--- config.mk ---
export PLATFORM = sky130hd
export DESIGN_NAME = uart_tx_mmio
export DESIGN_NICKNAME = d
export VERILOG_FILES = /design/src/rtl/uart_tx_mmio.sv
export SDC_FILE = /design/constraint.sdc
export NUM_CORES = 1
export LEC_CHECK = 0
export BUFFER_PORTS_ARGS = -buffer_cell sky130_fd_sc_hd__buf_2
export CELL_PAD_IN_SITES_DETAIL_PLACEMENT = 0
export CELL_PAD_IN_SITES_GLOBAL_PLACEMENT = 1
export CORE_ASPECT_RATIO = 0.7
export CORE_MARGIN = 5
export CORE_UTILIZATION = 30
export DETAILED_ROUTE_END_ITERATION = 12
export GPL_TIMING_DRIVEN = 0
export PLACE_DENSITY_LB_ADDON = 0.1
export SLEW_MARGIN = 20
export SYNTH_ARGS = -nofsm -noshare
export SYNTH_HDL_FRONTEND = slang
export SYNTH_SLANG_ARGS = --single-unit
--- constraint.sdc ---
create_clock -name clk -period 7.95 [get_ports clk]
set_input_delay 1.59 -clock clk [delete_from_list [all_inputs] [get_ports clk]]
set_output_delay 1.59 -clock clk [all_outputs]
set_load 0.03 [all_outputs]
--- src/rtl/uart_tx_mmio.sv ---
// Memory-mapped 8N1 UART transmitter: CPU stores fill a byte FIFO that a
// baud-rate FSM drains onto uart_tx; a status word is readable at STAT_ADDR.
module uart_tx_mmio #(
    parameter int unsigned CLK_HZ     = 50_000_000,
    parameter int unsigned BAUD       = 115200,
    parameter int unsigned FIFO_DEPTH = 16,
    parameter logic [31:0] TX_ADDR    = 32'h0001_FFF0,
    parameter logic [31:0] STAT_ADDR  = 32'h0001_FFF4
) (
    input  logic        clk,
    input  logic        rst,
    input  logic        is_store,
    input  logic [31:0] mem_address,
    input  logic [31:0] write_value,
    output logic [31:0] rdata,
    output logic        rsel,
    output logic        uart_tx,
    output logic        tx_busy
);

    localparam int unsigned DIV = CLK_HZ / BAUD;
    localparam int unsigned CW  = (DIV > 1) ? $clog2(DIV) : 1;
    localparam int unsigned AW  = $clog2(FIFO_DEPTH);

    localparam logic [CW-1:0] BAUD_LAST  = CW'(DIV - 1);
    localparam logic [AW:0]   FULL_COUNT = (AW + 1)'(FIFO_DEPTH);

    typedef enum logic [1:0] {
        IDLE,
        START,
        DATA,
        STOP
    } state_t;

    state_t        state, state_next;
    logic [CW-1:0] baud_cnt, baud_next;
    logic [2:0]    bit_idx, bit_next;
    logic [7:0]    shift, shift_next;
    logic          tx_reg, tx_next;
    logic          pop;
    logic          baud_end;

    logic [7:0]    fifo_mem [FIFO_DEPTH];
    logic [AW-1:0] wr_ptr, rd_ptr;
    logic [AW:0]   count;
    logic [7:0]    fifo_head;
    logic          overflow;

    logic push_req, clr_req, full, push, drop;
    logic unused_write_bits;

    assign push_req = is_store && (mem_address == TX_ADDR);
    assign clr_req  = is_store && (mem_address == STAT_ADDR) && write_value[2];
    assign full     = (count == FULL_COUNT);
    // Full is judged on the pre-edge count, so a same-edge pop cannot save the store.
    assign push     = push_req && !full;
    assign drop     = push_req && full;

    assign fifo_head         = fifo_mem[rd_ptr];
    assign unused_write_bits = ^write_value[31:8];

    // NOTE: the storage array is not reset; only pointers and count need a known value.
    always_ff @(posedge clk) begin
        if (push) begin
            fifo_mem[wr_ptr] <= write_value[7:0];
        end
    end

    always_ff @(posedge clk) begin
        if (rst) begin
            wr_ptr <= '0;
            rd_ptr <= '0;
            count  <= '0;
        end else begin
            if (push) wr_ptr <= wr_ptr + AW'(1);
            if (pop)  rd_ptr <= rd_ptr + AW'(1);
            case ({push, pop})
                2'b10:   count <= count + (AW + 1)'(1);
                2'b01:   count <= count - (AW + 1)'(1);
                default: ;
            endcase
        end
    end

    always_ff @(posedge clk) begin
        if (rst) begin
            overflow <= 1'b0;
        end else if (drop) begin
            overflow <= 1'b1;
        end else if (clr_req) begin
            overflow <= 1'b0;
        end
    end

    assign baud_end = (baud_cnt == BAUD_LAST);

    always_comb begin
        // NOTE: every output gets a default first so no path infers a latch.
        state_next = state;
        baud_next  = baud_cnt;
        bit_next   = bit_idx;
        shift_next = shift;
        tx_next    = tx_reg;
        pop        = 1'b0;

        unique case (state)
            IDLE: begin
                if (count != '0) begin
                    pop        = 1'b1;
                    shift_next = fifo_head;
                    tx_next    = 1'b0;
                    baud_next  = '0;
                    state_next = START;
                end
            end
            START: begin
                if (baud_end) begin
                    baud_next  = '0;
                    bit_next   = '0;
                    tx_next    = shift[0];
                    state_next = DATA;
                end else begin
                    baud_next = baud_cnt + CW'(1);
                end
            end
            DATA: begin
                if (baud_end) begin
                    baud_next = '0;
                    if (bit_idx == 3'd7) begin
                        tx_next    = 1'b1;
                        state_next = STOP;
                    end else begin
                        shift_next = {1'b0, shift[7:1]};
                        tx_next    = shift[1];
                        bit_next   = bit_idx + 3'd1;
                    end
                end else begin
                    baud_next = baud_cnt + CW'(1);
                end
            end
            STOP: begin
                if (baud_end) begin
                    baud_next = '0;
                    // Chain straight into the next start bit when more data is queued.
                    if (count != '0) begin
                        pop        = 1'b1;
                        shift_next = fifo_head;
                        tx_next    = 1'b0;
                        state_next = START;
                    end else begin
                        state_next = IDLE;
                    end
                end else begin
                    baud_next = baud_cnt + CW'(1);
                end
            end
            default: state_next = IDLE;
        endcase
    end

    // NOTE: sequential state uses non-blocking assignments so all registers update together.
    always_ff @(posedge clk) begin
        if (rst) begin
            state    <= IDLE;
            baud_cnt <= '0;
            bit_idx  <= '0;
            shift    <= '0;
            tx_reg   <= 1'b1;
        end else begin
            state    <= state_next;
            baud_cnt <= baud_next;
            bit_idx  <= bit_next;
            shift    <= shift_next;
            tx_reg   <= tx_next;
        end
    end

    assign uart_tx = tx_reg;
    assign tx_busy = (count != '0) || (state != IDLE);
    assign rsel    = (mem_address == STAT_ADDR);
    assign rdata   = rsel ? {29'b0, overflow, full, tx_busy} : 32'b0;

endmodule
# == Word-level counts from Yosys, hierarchy flattened ==
# Memory sizes are Yosys's and may differ from the RTL's. A register that Yosys moved wholly into a read port is not among the register bits.
# Index checks and enable logic that the tools add are counted.
# W data, S select, Z words.
# word_totals
ff_bits,37
ramBits,128
input_bits,67
out_inout_bits,35
n_memories,1
elab_cells,87
# memory_table
name,depth,width,rd,rd_clocked_by_memory_dff,write_ports,line,text
fifo_mem,16,8,1,1,1,43,logic [7:0] fifo_mem [FIFO_DEPTH];
# op_classes
n_eq_ne,16
muxes,36
addsub,6
n_reduce_logical,19
# ops
cell,count
$eq A32 B17 Y1 const B,2
$mux W8,4
$pmux W8 S3,1
$mux W9,2
$pmux W9 S2,1
$mux W1,12
$mux W3,4
$ne A2 B2 Y1 const B,6
$mux W2,5
$pmux W5 S2,1
$add A9 B1 Y9 const B,1
$eq A9 B9 Y1 const B,1
$add A4 B1 Y4 const B,2
$mux W4,2
$pmux W2 S4,1
$reduce_and A4 Y1,2
$reduce_bool A2 Y1,4
$eq A2 B2 Y1 const B,3
$pmux W3 S2,1
$add A5 B1 Y5 const B,1
$eq A5 B5 Y1 const B,1
$logic_and A1 B1 Y1,5
$reduce_and A5 Y1,1
$reduce_bool A5 Y1,1
12 further kinds,13

# == Longest topological paths before layout ==
# Gate-level depths: netlist (run 1).
# logic_depth
depth_word,6
mapped_depth,16
depth_no_buf,14

# == Worst setup path after synthesis (run 1) ==
# OpenSTA, ideal clock, no wires.
# synth_path
path_type,input -> output
startpoint,input port mem_address[17]
endpoint,output port rdata[1]
path_slack_ns,3.187
cell_stages,4
t_arrival_ns,3.173
path_buffers,0
required_time_ns,6.360
path_cell_list,or4b_1 -> nor4_1 -> and3_1 -> and3_1
# synth_between
elab_chain_len,2
# synth_rtl
item,line,text
start: declaration,13,"input logic [31:0] mem_address,"
$eq A32 B17 Y1,180,assign rsel = (mem_address == STAT_ADDR);
net rsel,16,"output logic rsel,"
$mux W3,181,"assign rdata = rsel ? {29'b0, overflow, full, tx_busy} : 32'b0;"
end: declaration,15,"output logic [31:0] rdata,"
# The timed path passes the listed nets, and every way through them passes these cells.

# == Final worst setup path (run 1) ==
# layout_path
startpoint,input port mem_address[17]
endpoint,output port rdata[0]
# layout_between
elab_chain_len,2
# layout_rtl
item,line
$eq A32 B17 Y1,180
$mux W3,181
# No other way between the ends.

==> impl_results.md, run 1 <==
- Syn. warnings: 0
- Nature of the critical path startpoint: primary input
- Placeable core region: 24600 um2
- Final setup TNS: 0 ns
- Antenna violations before repair: 0
- Global-route congestion overflow total: 0
- Global-route met1 utilization: 19.1%
- Initial DRC Count: between 200 and 250
- Net Switching: 610 uW
- Port buffer count: 47
- I/O Pins: approximately 100
- Nets: 682
- Syn avg cell area: 14.9 um2
- Most utilized layer in the global route result: met1
- Register cell area after layout: 4660 um2
- Antenna diode count: 0
- CTS Buffer Depth: 2
- Area used by multi-input combinational logic: between 2000 and 3000 um2
- Area enclosed by the die boundary: 28100 um2
- Post-Route Utilization: between 30% and 40%
- Total wire length after detailed routing: 17.2 mm
- Vertical die dimension: between 100 and 150 um
- Synth Instances: 500
- Maximum resistive drop on vdd: 159 uV
- Part of the power in the clock network: 38.3%
- Proportion of synthesized flip-flops having asynchronous set or reset: 0%
- Setup Fix Bufs, Post-CTS: 0
- Die span in x: 198 um
- Detailed-route via count: 4322
- Share of the yosys chip area belonging to registers: a little over three fifths
- Tightest Pin Transition: 0.946 ns
- Total design power: 2.25 mW
- Routability congestion estimate: approximately 0.75
- CP Data Required Time: 6.36 ns
- Commonest non-fill, non-tap cells in the layout: 128 x sky130_fd_sc_hd__edfxtp_1, 52 x sky130_fd_sc_hd__buf_2, 49 x sky130_fd_sc_hd__nor2_1, 41 x sky130_fd_sc_hd__dfxtp_1, 38 x sky130_fd_sc_hd__mux4_2
- Kind of end point of the critical path: output port
- Static Leak: 3.07 nW
- Total of flip-flops plus latches after synthesis: ~170
- Pin count of the biggest net entering global routing: 18
- Switching share of power: 27.0%
- Part of the cycle the worst path needs: 60.5%
- Path type of the worst min-delay path: flop to flop
- Peak Freq: slightly above 0.2 GHz
- Final min period: around 4.8 ns
- Growth of design area from synthesis to finish: 18.9%
- Synth Flop Type: sky130_fd_sc_hd__edfxtp_1
- Detail-routed via count per cell: 4.62
- Setup violation total in the final timing report: 0
- Power per Cell Area: 254 nW/um2
- EDFF count, synth: 128
- Clock insertion delay at the later pin of the skew report: 0.43 ns
- Initial standard-cell utilization of the core: a little under a third
- Setup repair after global routing missed its margin: false
- Average routed wire per standard cell: 18.4 um
- Highest fanout seen on the critical path: 4
- First-pass iteration count of the detailed router: 4
- Count of hold-fix buffers inserted at cts: 0
- Met3 usage in global routing: 2.73%
- Clock buffers created by TritonCTS: 17
- Slew Viols, Final: 0
- H-tree depth reported by CTS: 4
- Netlist area before placement: 7450 um2
- Setup clock skew after layout: 0.0153 ns
- Power Internal: between 1.5 and 2 mW
- Yosys cell types: 55
- CTS Root Buffer Type: sky130_fd_sc_hd__clkbuf_16
- Number of nets still failing antenna checks after routing: 0
- Post-DP HPWL: ~12 mm
- Cell Rows: 48
- Post-CTS clock slew at the launch and capture registers of the worst setup and hold paths: approximately 0.06 ns
- Gate power share: 17.5%
- Portion of total power attributed to sequential cells: 44.1%
- First-pass GRT wire length: 26.6 mm
- Layout cell share with drive strength beyond 1: 28.0%
- Vias in the first global route: approximately 4400
- DRC violations left: 0
- Final hold violations: 0
- Routing usage on met2: 18.7%
- Most common cell after layout, fill and taps aside: sky130_fd_sc_hd__edfxtp_1
- Max-cap viol count: 0
- Outcome: complete, no violations
- Worst path arrival time: 3.22 ns
- Worst Path Class, Setup: primary input to output port
- TritonCTS Sinks: 169
- Number of resized instances in the post-cts repair step: 0
- Clock tree from TritonCTS: built
- Relative slew margins: 36.7%
- Global-route usage over all layers: 12.8%
- Filler Cells Inserted: 2351
[Yosys cell counts (all sizes together) (8+ instances only)]
master	n	area, um2
a21oi	11	58.8
mux4	38	856
nand2	19	71.3
a211oi	11	82.6
mux2i	12	120
dfxtp	41	821
xor2	10	87.6
ha	17	213
clkbuf	13	48.8
nor2	49	184
nand2b	8	50.1
edfxtp	128	3840
inv	9	36.3
nor3	9	50.1
buf	41	284
[worst max-delay path: stages]
cell and delay (ns):
sky130_fd_sc_hd__buf_2 0.09, sky130_fd_sc_hd__or4b_1 0.54, sky130_fd_sc_hd__nor4_1 0.39, sky130_fd_sc_hd__and2_1 0.25, sky130_fd_sc_hd__and3_1 0.16, sky130_fd_sc_hd__buf_2 0.19
[worst paths after layout]
kind                       startpoint                     to  slack, ns  cells after the start
min              uart_tx$_SDFFE_PP1P_   uart_tx$_SDFFE_PP1P_       0.46                      1
min reg2reg      uart_tx$_SDFFE_PP1P_   uart_tx$_SDFFE_PP1P_       0.46                      1
max                   mem_address[17]               rdata[0]       3.14                      6
max reg2reg  baud_cnt[0]$_SDFFE_PP0N_  count[4]$_SDFFE_PP0P_       4.33                     14
[sequential cells by signal, indices dropped and copies added, names as in the netlist, named ones only]
register	count
overflow	1
state	2
uart_tx	1
count	5
fifo_mem	128
bit_idx	3
baud_cnt	9
rd_ptr	4
shift	8
wr_ptr	4
[cell type report]
cell class	instances	area share, %
inverters	9	0.410
flip-flops and latches	169	52.7
repair buffers	51	2.99
clock buffers	17	4.80
plain buffers	54	3.76
well taps	325	4.59
clock inverters	15	2.12
multi-input cells	296	28.7
[cell families after synthesis]
logic type	after synthesis	share of synthesized area, %
flops	169	62.6
buf+inv	63	4.96
mux	52	13.5
simple gates	133	9.61
compound gates	50	4.69
fa+ha+maj	17	2.86
other cells	1	0.0503
xor+xnor	15	1.76
[power groups by stage]
stage,combinational [mW],sequential (mW),clock (mW)
CTS,0.402,0.995,0.889
global placement,0.396,1.01,0
floorplan,0.289,1.01,0
finish,0.395,0.995,0.864
detailed placement,0.401,1.01,0
global route,0.443,0.998,0.924
[metal layers]
layer  up-vias  part of all wire, %
met3        11                  5.3
met4         0                  1.2
met2       100                   44
met1      2159                   50
li1       2052                    -
met5         -                    0
[stage by stage]
step	setup slack (ns)	area, um2	std cells	hold WS (ns)
2_1_floorplan	3.19	7550	528	0.450
3_3_place_gp	3.09	8200	900	0.449
3_5_place_dp	3.11	8250	904	0.446
4_1_cts	3.14	8860	936	0.462
5_1_grt	3.07	8860	936	0.482
6_report	3.14	8860	936	0.458
Power figures use the tool's default switching activity.
==> inputs of run 2 (changes only) <==
ABC_AREA = 1   (was not set)
clock period = 4.9 ns   (was 7.95 ns; I/O delays follow)
==> run 2 against run 1 <==
Compared with the run above: sequential share of layout area shrank 0.96 points; combinational power increased to 3.0 times the previous value; clock skew is 0.0048 ns lower; flip-flop and latch count unchanged; first-iteration DRC count is 81% higher; wire length rose by 28%; clock power increased by 69%; critical endpoint is now rdata[2].
==> impl_results.md, run 2 <==
- Peak Freq: 0.296 GHz
- Vertical die dimension: 143 um
- Filler Cells Inserted: 2484
- Final hold slack: 0.467 ns
- Final setup TNS: 0 ns
- Most frequent cell after synthesis: sky130_fd_sc_hd__edfxtp_1
- Number of resized instances in the post-cts repair step: 0
- Power per Cell Area: 477 nW/um2
- Proportion of synthesized flip-flops having asynchronous set or reset: 0%
- Register-to-Register Setup Slack: 2.27 ns
- Detailed-route via count: 5607
- Endpoint of the lowest-slack register-to-register path: count[4]$_SDFFE_PP0P_
- Biggest registers after layout: fifo_mem x128, baud_cnt x9, shift x8
- Leading cell types by count after synthesis: 128 x sky130_fd_sc_hd__edfxtp_1, 117 x sky130_fd_sc_hd__nor2_1, 80 x sky130_fd_sc_hd__nand2_1
- Clock buffers created by TritonCTS: 17
- Kind of end point of the critical path: output port
- Setup Fix Bufs, Post-CTS: 0
- Cell Rows: 48
- Synth Flop Type: sky130_fd_sc_hd__edfxtp_1
- Worst Path Class, Setup: primary input to output port
- Setup violation total in the final timing report: 0
- Part of the cycle the worst path needs: 68.9%
- Cell with the largest stage delay on the worst path: sky130_fd_sc_hd__nor4_1
- Clock insertion delay at the later pin of the skew report: 0.44 ns
- Global-route met1 utilization: 22.3%
- Total wire length after detailed routing: around 22 mm
- Growth of design area from synthesis to finish: 18.3%
- Global-route usage over all layers: between 15 and 20%
- Routability congestion estimate: 0.812
- Max-cap viol count: 0
- Min-delay src: shift[2]$_SDFFE_PP0P_
- Global-route congestion overflow total: 0
- Worst flop-to-flop path startpoint: state[0]$_SDFFE_PP0P_
- Slew Viols, Final: 0
- First-pass iteration count of the detailed router: 5
- Netlist area before placement: 7630 um2
- Nature of the critical path startpoint: primary input
- Placement Cell Area: 8390 um2
- Most common cell after layout, fill and taps aside: sky130_fd_sc_hd__edfxtp_1
- Number of stages on the worst hold path: 2
- Initial standard-cell utilization of the core: 30.7%
- Top cells by area in the synthesized netlist: sky130_fd_sc_hd__edfxtp_1 50%, sky130_fd_sc_hd__dfxtp_1 11%, sky130_fd_sc_hd__nor2_1 5.8%
- Setup clock skew after layout: 0.0105 ns
- Antenna diode count: 0
- Nets: roughly 920
- Final min period: 3.38 ns
- Outcome: complete, no violations
- Crit-path max cell delay: 0.26 ns
- Register with the highest flop count: fifo_mem
- Layout cell share with drive strength beyond 1: between 10% and 20%
- Placeable core region: 24900 um2
- Synth Instances: 739
- Number of flip-flops under the largest register name: 128
- Most utilized layer in the global route result: met2
- Die span in x: 201 um
- Cell Chain, Critical Path: buf_2 -> inv_1 -> nand2_1 -> nor3_1 -> nand4_1 -> nor4_1 -> and2_1 -> nand2_1 -> nor2_1 -> buf_2
- Relative slew margins: 23.3%
- CTS Buffer Depth: 2
- Final hold violations: 0
- Antenna violations before repair: 0
- Vias in the first global route: 5398
- Gate power share: 28.0%
- Post-Route Utilization: 36.3%
- Total of flip-flops plus latches after synthesis: 169
- Fraction of post-synthesis cell area in the top cell type by area: 50.4%
- Post-DP HPWL: around 15 mm
- Met3 usage in global routing: 3.16%
- Portion of total power attributed to sequential cells: between 30% and 40%
- Pin count of the biggest net entering global routing: 18
- CP Data Required Time: 3.92 ns
- Commonest non-fill, non-tap cells in the layout: 128 x sky130_fd_sc_hd__edfxtp_1, 111 x sky130_fd_sc_hd__nor2_1, 80 x sky130_fd_sc_hd__nand2_1, 79 x sky130_fd_sc_hd__o21ai_0, 62 x sky130_fd_sc_hd__inv_1
- Syn avg cell area: approximately 10 um2
- Number of nets still failing antenna checks after routing: 0
- Power Internal: between 2 and 3 mW
- H-tree depth reported by CTS: 4
- Routing usage on met2: 23.6%
- Clock tree from TritonCTS: built
- I/O Pins: 102
- Total design power: 4.30 mW
- Net Switching: 1.43 mW
- Highest fanout seen on the critical path: 5
- Static Leak: 3.36 nW
- Count of hold-fix buffers inserted at cts: 0
- Path type of the worst min-delay path: flop to flop
- Switching share of power: 33.4%
- Most area-hungry cell type in the Yosys netlist: sky130_fd_sc_hd__edfxtp_1
- Share of the yosys chip area belonging to registers: 61.1%
- Yosys cell types: 40
- Worst reg2reg path depth: 17
- Part of the power in the clock network: about a third
- End point of the worst hold path: shift[2]$_SDFFE_PP0P_
- Tightest Pin Transition: 1.15 ns
- TritonCTS Sinks: 169
- CTS Root Buffer Type: sky130_fd_sc_hd__clkbuf_16
- Post-CTS clock slew at the launch and capture registers of the worst setup and hold paths: 0.06 ns
- Port buffer count: 47
- First-pass GRT wire length: ~33 mm
- Detail-routed via count per cell: 4.79
- Maximum resistive drop on vdd: 266 uV
- EDFF count, synth: 128
- Average routed wire per standard cell: 18.8 um
- Area enclosed by the die boundary: ~29000 um2
- DRC violations left: 0
- Setup repair after global routing missed its margin: false
- Initial DRC Count: 417
- Worst path arrival time: 2.40 ns
- Syn. warnings: 0
- Final std cell area, no fill: 9020 um2
==> run 2: changes by cell type after synthesis, moves of 22 or more <==
cell and change:
sky130_fd_sc_hd__nand2_1 +61, sky130_fd_sc_hd__o21ai_0 +72, sky130_fd_sc_hd__o221ai_1 +24, sky130_fd_sc_hd__nand3_1 +22
sky130_fd_sc_hd__nor2_1 +68, sky130_fd_sc_hd__mux4_2 -38, sky130_fd_sc_hd__inv_1 +54
==> run 2: worst max path at each step <==
stage                               start                         to  slack [ns]  cells after the start
after CTS                 mem_address[23]                   rdata[2]        1.42                     10
after floorplan           mem_address[23]                   rdata[0]        1.82                      8
after detailed placement  mem_address[23]  fifo_mem[12][4]$_DFFE_PP_        1.09                     11
after global routing      mem_address[20]      count[4]$_SDFFE_PP0P_        1.32                     21
after global placement    mem_address[23]   fifo_mem[8][3]$_DFFE_PP_        0.94                     11
final                     mem_address[23]                   rdata[2]        1.52                     10
==> run 2: cell type report <==
cell class / instances / area (um2) / area share [%]
tap: 325 / 407 / 4.51
multi-input combinational: 474 / 2480 / 27.5
inverter: 66 / 250 / 2.77
timing repair buffer: 47 / 235 / 2.61
buffer: 58 / 353 / 3.91
sequential: 169 / 4660 / 51.7
clock inverter: 14 / 204 / 2.26
clock buffer: 18 / 429 / 4.76
==> run 2: power by group through the flow <==
stage          sequential [mW]  clock [mW]  combinational (mW)
5_1_grt                   1.65        1.55                1.35
3_3_place_gp              1.67           0                1.18
4_1_cts                   1.64        1.49                1.20
6_report                  1.64        1.46                1.20
2_1_floorplan             1.67           0               0.827
3_5_place_dp              1.67           0                1.19
==> run 2: cell families (layout without fill, tap and decap cells) <==
family                     after synthesis  after routing  share of synthesized area (%)
AOI/OAI and AO/OA                      168            168                           13.3
xor gates and xnor gates                 4              4                          0.459
adders and majority gates               17             17                           2.79
buffers and inverters                  124            203                           7.91
DFF                                    169            169                           61.1
other                                    1             29                         0.0492
and+or+nand+nor                        256            256                           14.4
==> run 2: worst max-delay path: cells and delay by family <==
family / cells / cell delay, ns
simple gates: 7 / 1.07
buf+inv: 3 / 0.35
==> run 2: routing by layer <==
layer / wire (um) / part of all wire [%]
met5: 0 / 0
met4: 259 / 1.2
met3: 1040 / 4.7
met2: 9640 / 44
met1: 11100 / 50
==> run 2: through the flow <==
stage	cells	setup slack, ns
finish	1171	1.52
global placement	1139	0.938
global route	1171	1.32
detailed placement	1139	1.09
CTS	1171	1.42
floorplan	767	1.82
